--- config.mk ---
export PLATFORM = sky130hd
export DESIGN_NAME = mem_wb_stage
export DESIGN_NICKNAME = d
export VERILOG_FILES = /design/src/rtl/mem_wb_pkg.sv /design/src/rtl/mem_wb_stage_mem_bus_if.sv /design/src/rtl/mem_wb_stage.sv
export SDC_FILE = /design/constraint.sdc
export NUM_CORES = 1
export LEC_CHECK = 0
export ABC_AREA = 1
export CORE_MARGIN = 3
export CORE_UTILIZATION = 46
export CTS_CLUSTER_DIAMETER = 200
export DETAILED_ROUTE_END_ITERATION = 10
export PLACE_DENSITY_LB_ADDON = 0.2
export RECOVER_POWER = 100
export SYNTH_ARGS = -nofsm -noshare
export SYNTH_HDL_FRONTEND = slang
export SYNTH_SLANG_ARGS = --single-unit
--- constraint.sdc ---
create_clock -name I_clk -period 1.9 [get_ports I_clk]
set_input_delay 0.38 -clock I_clk [delete_from_list [all_inputs] [get_ports I_clk]]
set_output_delay 0.38 -clock I_clk [all_outputs]
set_load 0.005 [all_outputs]
--- src/rtl/mem_wb_pkg.sv ---
// Shared definitions for the memory-access / write-back stage: bus op
// encodings, FSM state encoding and default widths.
package mem_wb_pkg;

  localparam int DATA_W_DEF    = 16;
  localparam int REG_SEL_W_DEF = 3;

  localparam logic [1:0] MEM_NOP   = 2'b00;
  localparam logic [1:0] MEM_READ  = 2'b01;
  localparam logic [1:0] MEM_WRITE = 2'b10;

  typedef enum logic [1:0] {
    ST_IDLE = 2'b00,
    ST_REQ  = 2'b01,
    ST_WB   = 2'b10
  } state_t;

  // The unused encoding 2'b11 behaves exactly like a NOP.
  function automatic logic [1:0] norm_mode(input logic [1:0] mode);
    return (mode == 2'b11) ? MEM_NOP : mode;
  endfunction

endpackage

--- src/rtl/mem_wb_stage_mem_bus_if.sv ---
// Req/ack bus handshake for mem_wb_stage: holds address, write data and request
// until ack. With MEM_WB_TIMEOUT_EN defined, an 8-bit wait counter ends a stuck request.
module mem_bus_if
  import mem_wb_pkg::*;
#(
  parameter int DATA_W = DATA_W_DEF
`ifdef MEM_WB_TIMEOUT_EN
  , parameter int TIMEOUT_CYCLES = 255
`endif
) (
  input  logic              I_clk,
  input  logic              I_reset_n,
  input  logic              I_start,
  input  logic              I_start_we,
  input  logic [DATA_W-1:0] I_start_addr,
  input  logic [DATA_W-1:0] I_start_wdata,
  output logic              O_mem_req,
  output logic              O_mem_we,
  output logic [DATA_W-1:0] O_mem_addr,
  output logic [DATA_W-1:0] O_mem_wdata,
  input  logic              I_mem_ack,
  output logic              O_xfer_done,
  output logic              O_timeout
);

  logic ack_seen;

  // An ack is only meaningful while a request is outstanding.
  assign ack_seen = O_mem_req & I_mem_ack;

`ifdef MEM_WB_TIMEOUT_EN
  localparam logic [7:0] WAIT_LAST = 8'(TIMEOUT_CYCLES - 1);

  logic [7:0] wait_cnt;

  always_ff @(posedge I_clk or negedge I_reset_n) begin
    if (!I_reset_n) begin
      wait_cnt <= 8'd0;
    end else if (I_start) begin
      wait_cnt <= 8'd0;
    end else if (O_mem_req && !I_mem_ack) begin
      wait_cnt <= wait_cnt + 8'd1;
    end
  end

  // Fires on the edge that closes the TIMEOUT_CYCLES-th unanswered REQ cycle.
  assign O_timeout = O_mem_req & ~I_mem_ack & (wait_cnt == WAIT_LAST);
`else
  assign O_timeout = 1'b0;
`endif

  assign O_xfer_done = ack_seen | O_timeout;

  // NOTE: flops use non-blocking assignments so every register samples the
  // pre-edge values of the others, independent of statement order.
  always_ff @(posedge I_clk or negedge I_reset_n) begin
    if (!I_reset_n) begin
      O_mem_req   <= 1'b0;
      O_mem_we    <= 1'b0;
      O_mem_addr  <= '0;
      O_mem_wdata <= '0;
    end else if (I_start) begin
      O_mem_req   <= 1'b1;
      O_mem_we    <= I_start_we;
      O_mem_addr  <= I_start_addr;
      O_mem_wdata <= I_start_wdata;
    end else if (O_xfer_done) begin
      O_mem_req <= 1'b0;
      O_mem_we  <= 1'b0;
    end
  end

endmodule

--- src/rtl/mem_wb_stage.sv ---
// Memory-access / write-back stage: captures one ALU result, runs at most one
// bus transaction, then pulses register-file / PC write strobes and done.
// Optional MEM_WB_TIMEOUT_EN adds a bus wait timeout and the O_fault output.
module mem_wb_stage
  import mem_wb_pkg::*;
#(
  parameter int DATA_W    = DATA_W_DEF,
  parameter int REG_SEL_W = REG_SEL_W_DEF
`ifdef MEM_WB_TIMEOUT_EN
  , parameter int TIMEOUT_CYCLES = 255
`endif
) (
  input  logic                 I_clk,
  input  logic                 I_reset_n,
  input  logic                 I_enable,
  input  logic [DATA_W-1:0]    I_alu_out,
  input  logic                 I_write_rD,
  input  logic                 I_write_pc,
  input  logic [1:0]           I_memory_mode,
  input  logic [REG_SEL_W-1:0] I_rD_sel,
  input  logic [DATA_W-1:0]    I_store_data,
  output logic                 O_mem_req,
  output logic                 O_mem_we,
  output logic [DATA_W-1:0]    O_mem_addr,
  output logic [DATA_W-1:0]    O_mem_wdata,
  input  logic                 I_mem_ack,
  input  logic [DATA_W-1:0]    I_mem_rdata,
  output logic                 O_reg_we,
  output logic [REG_SEL_W-1:0] O_reg_sel,
  output logic [DATA_W-1:0]    O_reg_data,
  output logic                 O_pc_we,
  output logic [DATA_W-1:0]    O_pc_data,
  output logic                 O_busy,
  output logic                 O_done
`ifdef MEM_WB_TIMEOUT_EN
  , output logic               O_fault
`endif
);

  state_t               state_q, state_d;
  logic [1:0]           mode_in, mode_q;
  logic                 write_rd_q, write_pc_q;
  logic [REG_SEL_W-1:0] sel_q;
  logic [DATA_W-1:0]    alu_q, data_q;
  logic                 accept, bus_start, xfer_done, timeout;
  logic                 reg_we_d, pc_we_d, done_d;

  assign mode_in   = norm_mode(I_memory_mode);
  assign accept    = (state_q == ST_IDLE) & I_enable;
  assign bus_start = accept & (mode_in != MEM_NOP);

  mem_bus_if #(
    .DATA_W        (DATA_W)
`ifdef MEM_WB_TIMEOUT_EN
    , .TIMEOUT_CYCLES(TIMEOUT_CYCLES)
`endif
  ) u_bus (
    .I_clk        (I_clk),
    .I_reset_n    (I_reset_n),
    .I_start      (bus_start),
    .I_start_we   (mode_in == MEM_WRITE),
    .I_start_addr (I_alu_out),
    .I_start_wdata(I_store_data),
    .O_mem_req    (O_mem_req),
    .O_mem_we     (O_mem_we),
    .O_mem_addr   (O_mem_addr),
    .O_mem_wdata  (O_mem_wdata),
    .I_mem_ack    (I_mem_ack),
    .O_xfer_done  (xfer_done),
    .O_timeout    (timeout)
  );

  always_ff @(posedge I_clk or negedge I_reset_n) begin
    if (!I_reset_n) state_q <= ST_IDLE;
    else            state_q <= state_d;
  end

  // NOTE: every always_comb output gets a default first so no path leaves it
  // unassigned, which would otherwise infer a latch.
  always_comb begin
    state_d = state_q;
    case (state_q)
      ST_IDLE: if (I_enable) state_d = (mode_in == MEM_NOP) ? ST_WB : ST_REQ;
      ST_REQ:  if (xfer_done) state_d = ST_WB;
      ST_WB:   state_d = ST_IDLE;
      default: state_d = ST_IDLE;
    endcase
  end

  // Strobe values for the cycle after this edge; registered below so they
  // come straight off flops and cannot glitch.
  always_comb begin
    reg_we_d = 1'b0;
    pc_we_d  = 1'b0;
    done_d   = 1'b0;
    case (state_q)
      ST_IDLE: begin
        if (accept && mode_in == MEM_NOP) begin
          reg_we_d = I_write_rD;
          pc_we_d  = I_write_pc;
          done_d   = 1'b1;
        end
      end
      ST_REQ: begin
        if (xfer_done) begin
          reg_we_d = write_rd_q & (mode_q != MEM_WRITE) & ~timeout;
          pc_we_d  = write_pc_q & ~timeout;
          done_d   = 1'b1;
        end
      end
      default: ;
    endcase
  end

  always_ff @(posedge I_clk or negedge I_reset_n) begin
    if (!I_reset_n) begin
      O_reg_we <= 1'b0;
      O_pc_we  <= 1'b0;
      O_done   <= 1'b0;
      O_busy   <= 1'b0;
    end else begin
      O_reg_we <= reg_we_d;
      O_pc_we  <= pc_we_d;
      O_done   <= done_d;
      O_busy   <= (state_d != ST_IDLE);
    end
  end

`ifdef MEM_WB_TIMEOUT_EN
  always_ff @(posedge I_clk or negedge I_reset_n) begin
    if (!I_reset_n) O_fault <= 1'b0;
    else            O_fault <= (state_q == ST_REQ) & timeout;
  end
`endif

  // NOTE: capture registers are reset too, because they drive O_reg_sel,
  // O_reg_data and O_pc_data directly and those must read 0 out of reset.
  always_ff @(posedge I_clk or negedge I_reset_n) begin
    if (!I_reset_n) begin
      mode_q     <= MEM_NOP;
      write_rd_q <= 1'b0;
      write_pc_q <= 1'b0;
      sel_q      <= '0;
      alu_q      <= '0;
      data_q     <= '0;
    end else if (accept) begin
      mode_q     <= mode_in;
      write_rd_q <= I_write_rD;
      write_pc_q <= I_write_pc;
      sel_q      <= I_rD_sel;
      alu_q      <= I_alu_out;
      data_q     <= I_alu_out;
    end else if (state_q == ST_REQ && xfer_done && !timeout && mode_q == MEM_READ) begin
      data_q <= I_mem_rdata;
    end
  end

  assign O_reg_sel  = sel_q;
  assign O_reg_data = data_q;
  assign O_pc_data  = alu_q;

endmodule
==> results of run 1 <==
[per-layer routing]
layer,GRT usage,up-vias
li1,-,1453
met1,0.276,1403
met2,0.380,104
met3,0.0684,14
met4,0.0944,0
met5,0,-
[layout make-up]
cell class                 count  share of cell area
antenna                        1            0.000509
clock buffer                  10              0.0260
clock inverter                 6              0.0173
inverter                       8             0.00611
multi-input combinational    273               0.230
sequential                    79               0.402
tap                           93              0.0237
timing repair buffer         146               0.294
[cell usage in the layout, fill, tap and decap left out, types with 3 or more instances in the layout]
cell,synthesis,routed
clkbuf_1,3,4
inv_1,8,8
clkbuf_8,0,9
o21ai_0,6,6
nand2_1,220,221
dfrtp_1,79,79
nand3_1,34,34
dlygate4sd3_1,0,75
buf_4,0,8
clkdlybuf4s50_1,0,55
buf_12,0,3
ha_1,3,3
[power breakdown]
group,internal [mW],switching (mW),leakage (nW)
registers,2.48,0.426,0.986
logic,1.55,1.37,1.51
clock network,0.735,0.601,0.102
total,4.76,2.40,2.60
[flip-flops by register name, indices dropped and copies added (netlist names), 2 cells and up]
register,cells
O_pc_data,16
O_reg_data,16
u_bus.O_mem_addr,16
u_bus.O_mem_wdata,16
O_reg_sel,3
mode_q,2
state_q,2
[kinds of logic after synthesis]
kind of cell,share of synthesized area
AND/OR/NAND/NOR,0.330
flip-flops,0.611
buffers and inverters,0.0360
AO/OA/AOI/OAI,0.0108
adder cells (fa/ha/maj),0.0116
[path summary, 6_finish.rpt]
path / start / end / slack, ns / cells after the start
worst min-delay path: I_reset_n / O_reg_data[4]$_DFFE_PN0P_ / 0.19 / 1
min in group I_clk: u_bus.O_mem_addr[6]$_DFFE_PN0P_ / u_bus.O_mem_addr[6]$_DFFE_PN0P_ / 0.47 / 2
worst min register to register: u_bus.O_mem_addr[6]$_DFFE_PN0P_ / u_bus.O_mem_addr[6]$_DFFE_PN0P_ / 0.47 / 2
worst max register to register: state_q[1]$_DFF_PN0_ / O_reg_data[11]$_DFFE_PN0P_ / 0.38 / 7
max in group asynchronous: I_reset_n / u_bus.O_mem_wdata[4]$_DFFE_PN0P_ / 0.83 / 2
worst max-delay path: u_bus.O_mem_addr[13]$_DFFE_PN0P_ / O_mem_addr[13] / 0.17 / 1
[metrics by stage]
| stage | worst slack (ns) | TNS, ns | area, µm² | std cells | hold WS, ns |
|---|---|---|---|---|---|
| after floorplan | 0.497 | 0 | 3230 | 377 | 0.0844 |
| after global placement | 0.00879 | 0 | 4720 | 599 | 0.382 |
| after detailed placement | -0.0159 | -0.0159 | 4720 | 599 | 0.386 |
| after CTS | 0.230 | 0 | 4940 | 615 | 0.00999 |
| after global routing | 0.115 | 0 | 4910 | 616 | 0.260 |
| final | 0.168 | 0 | 4910 | 616 | 0.190 |
==> out/qor_table.md, run 1 <==
| Group | Parameter | Reported |
| --- | --- | --- |
| yosys | Flip-flop cell with the highest count after synthesis | dfrtp_1 |
| cts | CTS tree | built |
| drt | Number of vias per cell after detailed routing | 4.83 |
| timing | Final setup violation count | 0 |
| yosys | Number of synthesized register bits | 79 |
| timing | Max-slew headroom at the worst pin | 0.329 |
| yosys | Number of enable-type register cells in the synthesized netlist | 0 |
| critical path | Cell type of the slowest stage on the worst timing path | dlygate4sd3_1 |
| floorplan | Ports | 132 |
| drt | Starting DRT DRC Count | 128 |
| yosys | List of most frequent post-synthesis cells | nand2_1 (220), dfrtp_1 (79), nand3_1 (34), buf_2 (12), inv_1 (8) |
| drt | Total length of routed wires | 8740 µm |
| cts | Hold-fix buffers at CTS | 0 |
| timing | Pin slew with the least headroom to its limit | 1.01 ns |
| timing | Unrepaired setup endpoints after global routing | false |
| floorplan | Die height | 89.9 µm |
| grt | Remaining global-route overflow | 0 |
| yosys | Synth Cell Area | 3230 µm² |
| finish | Area overhead of the layout relative to synthesis | 51.9% |
| power | Leakage | 2.60 nW |
| finish | Share of the core filled with cells in the final layout | 0.748 |
| timing | Final Hold Vio Count | 0 |
| timing | Worst setup skew after layout | 0.00458 ns |
| cts | Insertion delay to the later sink of the worst-skew pair | 0.34 ns |
| cts | Number of sinks on the clock net | 79 |
| floorplan | Area of the die | 8070 µm² |
| yosys | Post-synthesis cell type with the largest combined area | dfrtp_1 |
| finish | FF/Latch Area | 1980 µm² |
| critical path | Crit end category | output pin |
| finish | Area occupied by multi-input gates | 1130 µm² |
| timing | Final Max Tran Viols | 0 |
| floorplan | Initial standard-cell utilization of the core | 0.492 |
| status | Result of the run | finished, final reports clean |
| grt | Initial antenna violation count | 1 |
| finish | NumNets Final | 579 |
| yosys | Yosys cell types | 18 |
| yosys | Proportion of synthesized flip-flops having asynchronous set or reset | 1.00 |
| yosys | Count of yosys warnings during synthesis | 0 |
| floorplan | Placement Rows | 29 |
| critical path | Arrival @ worst endpoint | 1.35 ns |
| placement | Placer congestion estimate | 0.773 |
| floorplan | Die extent in x | 89.9 µm |
| critical path | Data required time of the critical path | 1.52 ns |
| critical path | Critical Path, Cell by Cell | dlygate4sd3_1 |
| grt | First-pass GRT wire length | 14,900 µm |
| placement | Estimated wirelength of the detail-placed design | 6500 µm |
| critical path | Worst setup path class | register to output pin |
| drt | Total number of vias | 2,974 |
| cts | Clock-pin slew reported for the worst setup and hold paths after clock tree synthesis | 0.08 ns |
| drt | Length of routed wiring on met1 | 3640 µm |
| critical path | Highest net fanout along the worst path | 2 |
| hold path | Tightest Hold Check Type | input port to async pin |
| yosys | Syn_nets | 439 |
| job | Max-cap violation count | 0 |
| drt | Number of routed nets with antenna violations | 0 |
| timing | Period utilization | 0.911 |
| critical path | Top delay family on crit path | buffers and inverters |
| critical path | Startpoint types | register |
| power | Power Density | 1460 nW/µm² |
| drt | Final routed wire length divided by cell count | 14.2 µm |
| power | Total Power | 7.16 mW |
| yosys | Synthesized netlist cell count | 377 |
| yosys | Most common cell in the netlist | nand2_1 |
| critical path | Maximum cell stage delay along the critical path | 0.61 ns |
| cts | Clock root buffer master | clkbuf_8 |
| drt | Length of the first detailed-routing pass in iterations | 4 |
| yosys | Synth top area share | 0.611 |
| drt | Wire length on met3 | 613 µm |
| floorplan | Area of the core | 6570 µm² |
| timing | Final Critical Period | 1.73 ns |
| cts | Post-CTS repair timing setup buffer count | 0 |
| cts | Number of levels in the clock H-tree | 3 |
| yosys | Largest cells by area after synthesis | dfrtp_1 (61%), nand2_1 (26%), nand3_1 (5.3%) |
| cts | TritonCTS Buffers | 9 |
| grt | Vias in the first global route | 3,073 |
| grt | Maximum number of pins on one net before global-route repair | 41 |
| timing | Maximum frequency from static timing analysis | 577 MHz |
| drt | Drt drc | 0 |
| power | VDD IR max | 0.000694 V |
| placement | Buffers added on ports | 131 |
| critical path | WP buf/inv | 1 |
| grt | GRT Overall Usage | 0.227 |
| yosys | Mean post-synth cell area | 8.58 µm² |
| finish | Fill cells | 511 |
| cts | Clock buffer depth | 2 |
| cts | Cells resized by post-CTS repair | 0 |
| yosys | Portion of the post-synthesis area used by sequential elements | 0.611 |
| drt | Detail Route met2 WL | 4300 µm |
| finish | Fraction of layout cells with a size suffix above 1 | 0.0632 |
| drt | Top routing layer used | met4 |
(Power assumes the default switching activity.)
==> inputs of run 2 (changes only) <==
GPL_ROUTABILITY_DRIVEN = 0   (was default)
==> results of run 2 <==
No change in the layout: final DEF, timing and power equal those of run 1.
==> inputs of run 3 (changes only) <==
PLACE_DENSITY = 0.85   (was default)
PLACE_DENSITY_LB_ADDON = default   (was 0.2)
REMOVE_ABC_BUFFERS = 1   (was default)
==> out/qor_table.md, run 3 (same netlist as run 1, synthesis figures left out) <==
| Group | Parameter | Reported | Change |
| --- | --- | --- | --- |
| status | Result of the run | finished, final reports clean |  |
| timing | Max-slew headroom at the worst pin | 0.359 | +0.0302 |
| power | Total Power | 6.95 mW | -2.9% |
| finish | Share of the core filled with cells in the final layout | 0.745 | -0.00248 |
| cts | Cells resized by post-CTS repair | 0 | unchanged |
| drt | Starting DRT DRC Count | 147 | +15% |
| cts | Number of sinks on the clock net | 79 | unchanged |
| floorplan | Die height | 89.9 µm | unchanged |
| finish | Antenna fix cells | 0 | -1 |
| power | Fraction of power consumed by sequential logic | 0.416 | +0.011 |
| power | Sw power | 2.41 mW | +0.81% |
| cts | Insertion delay to the later sink of the worst-skew pair | 0.34 ns | about the same |
| cts | Clock-pin slew reported for the worst setup and hold paths after clock tree synthesis | 0.08 ns | about the same |
| finish | Area overhead of the layout relative to synthesis | 51.4% |  |
| timing | Worst setup skew after layout | 0.00954 ns | +0.00497 ns |
| timing | Unrepaired setup endpoints after global routing | false |  |
| grt | First-pass GRT wire length | 14,500 µm | -2.7% |
| grt | Vias in the first global route | 2,909 | -5.3% |
| critical path | Highest net fanout along the worst path | 2 | unchanged |
| finish | Fill cells | 497 | -2.7% |
| placement | Setup slack after placement | -0.0528 ns | -0.0369 ns |
| power | Clock share of power | 0.154 | -0.033 |
| critical path | Top delay family on crit path | buffers and inverters |  |
| drt | Final routed wire length divided by cell count | 14.3 µm | +1.0% |
| power | Leakage | 2.59 nW | -0.28% |
| hold path | Tightest Hold Check Type | register to register |  |
| critical path | Crit end category | output pin |  |
| floorplan | Initial standard-cell utilization of the core | 0.492 | unchanged |
| drt | Total length of routed wires | 8810 µm | +0.71% |
| critical path | Cell type of the slowest stage on the worst timing path | dlygate4sd3_1 |  |
| placement | Buffers added on ports | 131 | unchanged |
| cts | TritonCTS Buffers | 9 | unchanged |
| grt | Remaining global-route overflow | 0 | unchanged |
| floorplan | Die extent in x | 89.9 µm | unchanged |
| power | Fraction of power consumed by combinational cells | 0.430 | +0.022 |
| timing | Final Critical Period | 1.71 ns | -0.0182 ns |
| power | Switching part of the total | 0.347 | +0.0128 |
| job | Max-cap violation count | 0 | unchanged |
| timing | Min setup slack post-route | 0.187 ns | +0.0182 ns |
| floorplan | Area of the core | 6570 µm² | unchanged |
| drt | Length of the first detailed-routing pass in iterations | 4 | unchanged |
| floorplan | Ports | 132 | unchanged |
| cts | Number of levels in the clock H-tree | 3 | unchanged |
| timing | Period utilization | 0.902 | -0.00956 |
| drt | Number of vias per cell after detailed routing | 4.85 | +0.49% |
| finish | Fraction of layout cells with a size suffix above 1 | 0.0653 | +0.00204 |
| grt | GRT Overall Usage | 0.225 | -0.00229 |
| power | Internal power | 4.54 mW | -4.8% |
| floorplan | Area of the die | 8070 µm² | unchanged |
| floorplan | Placement Rows | 29 | unchanged |
| power | VDD IR max | 0.000874 V | +26% |
| timing | Pin slew with the least headroom to its limit | 0.962 ns | -0.0453 ns |
| critical path | Data required time of the critical path | 1.52 ns | about the same |
| timing | Final Hold Vio Count | 0 | unchanged |
| critical path | Critical Path, Cell by Cell | dlygate4sd3_1 |  |
| critical path | Worst setup path class | register to output pin |  |
| timing | Maximum frequency from static timing analysis | 584 MHz | +1.1% |
| finish | Top library cells by usage in the layout, fill and taps aside | nand2_1 (221), dfrtp_1 (79), dlygate4sd3_1 (76) |  |
| cts | CTS tree | built |  |
| drt | Number of routed nets with antenna violations | 0 | unchanged |
| timing | Final Max Tran Viols | 0 | unchanged |
| placement | Estimated wirelength of the detail-placed design | 6580 µm | +1.3% |
| critical path | WP buf/inv | 1 | unchanged |
| finish | Final non-filler cell total | 614 | -0.32% |
| critical path | Start of the worst register-to-register path | state_q[1]$_DFF_PN0_ |  |
| drt | Total number of vias | 2,979 | +0.17% |
| grt | Maximum number of pins on one net before global-route repair | 43 | +4.9% |
| power | Power Density | 1420 nW/µm² | -2.6% |
| finish | NumNets Final | 578 | -0.17% |
| drt | Drt drc | 0 | unchanged |
| critical path | Startpoint types | register |  |
| cts | Clock root buffer master | clkbuf_8 |  |
| placement | Placed cell count | 597 | -0.33% |
| hold path | Launch point of the worst hold path | u_bus.O_mem_addr[8]$_DFFE_PN0P_ |  |
| critical path | Worst Setup SP | u_bus.O_mem_addr[10]$_DFFE_PN0P_ |  |
| grt | Initial antenna violation count | 0 | -1 |
| critical path | Maximum cell stage delay along the critical path | 0.59 ns | -0.02 ns |
| timing | Final setup violation count | 0 | unchanged |
| critical path | Arrival @ worst endpoint | 1.33 ns | -0.02 ns |
| finish | Commonest non-fill, non-tap cell in the layout | nand2_1 |  |
| cts | Clock buffer depth | 2 | unchanged |
run 3: layout make-up:
type                            instances  area, µm²  share of cell area
Sequential cell                        79       1980               0.404
Timing Repair Buffer                  145       1480               0.302
Multi-Input combinational cell        273       1130               0.231
Clock buffer                           10        128              0.0261
Tap cell                               93        116              0.0238
Clock inverter                          6       37.5             0.00767
Inverter                                8       30.0             0.00613
run 3: repair_timing:
action,4_1_cts,5_1_grt
hold buffers,1,0
setup buffers,0,0
endpoints found under the hold margin,5,0
run 3: final timing paths:
check | endpoint | slack, ns | depth (start not counted)
min reg2reg | u_bus.O_mem_addr[8]$_DFFE_PN0P_ | 0.47 | 2
max in group asynchronous | u_bus.O_mem_addr[2]$_DFFE_PN0P_ | 0.43 | 3
max | O_mem_addr[10] | 0.19 | 1
max reg2reg | u_bus.O_mem_addr[13]$_DFFE_PN0P_ | 0.44 | 6
min | u_bus.O_mem_addr[8]$_DFFE_PN0P_ | 0.47 | 2
min in group asynchronous | u_bus.O_mem_wdata[2]$_DFFE_PN0P_ | 0.71 | 2
run 3: routing by layer:
metal / up-vias / track usage / wire [µm] / share of wire
met5: - / 0 / 0 / 0
met4: 0 / 0.0612 / 92 / 0.010
met3: 8 / 0.0568 / 572 / 0.065
met2: 117 / 0.392 / 4500 / 0.51
met1: 1413 / 0.281 / 3640 / 0.41
li1: 1441 / - / - / -
run 3: power by group through the flow:
stage          registers, mW  logic, mW  clock network, mW
3_3_place_gp            2.92       3.20                  0
3_5_place_dp            2.96       3.31                  0
5_1_grt                 3.00       3.31               1.15
2_1_floorplan           2.97       1.07                  0
6_report                2.89       2.99               1.07
4_1_cts                 2.93       3.32               1.09
run 3: metrics by stage:
| stage | TNS, ns | cell area, µm² | hold slack, ns |
|---|---|---|---|
| floorplan | 0 | 3150 | 0.0844 |
| global placement | 0 | 4730 | 0.373 |
| detailed placement | -0.653 | 4730 | 0.377 |
| CTS | 0 | 4910 | 0.477 |
| global route | 0 | 4900 | 0.494 |
| finish | 0 | 4900 | 0.465 |
run 3: worst min-delay path, delay by kind of cell, from the launching register on:
family           cells  cell delay (ns)
flip-flops           1             0.34
AND/OR/NAND/NOR      2             0.09
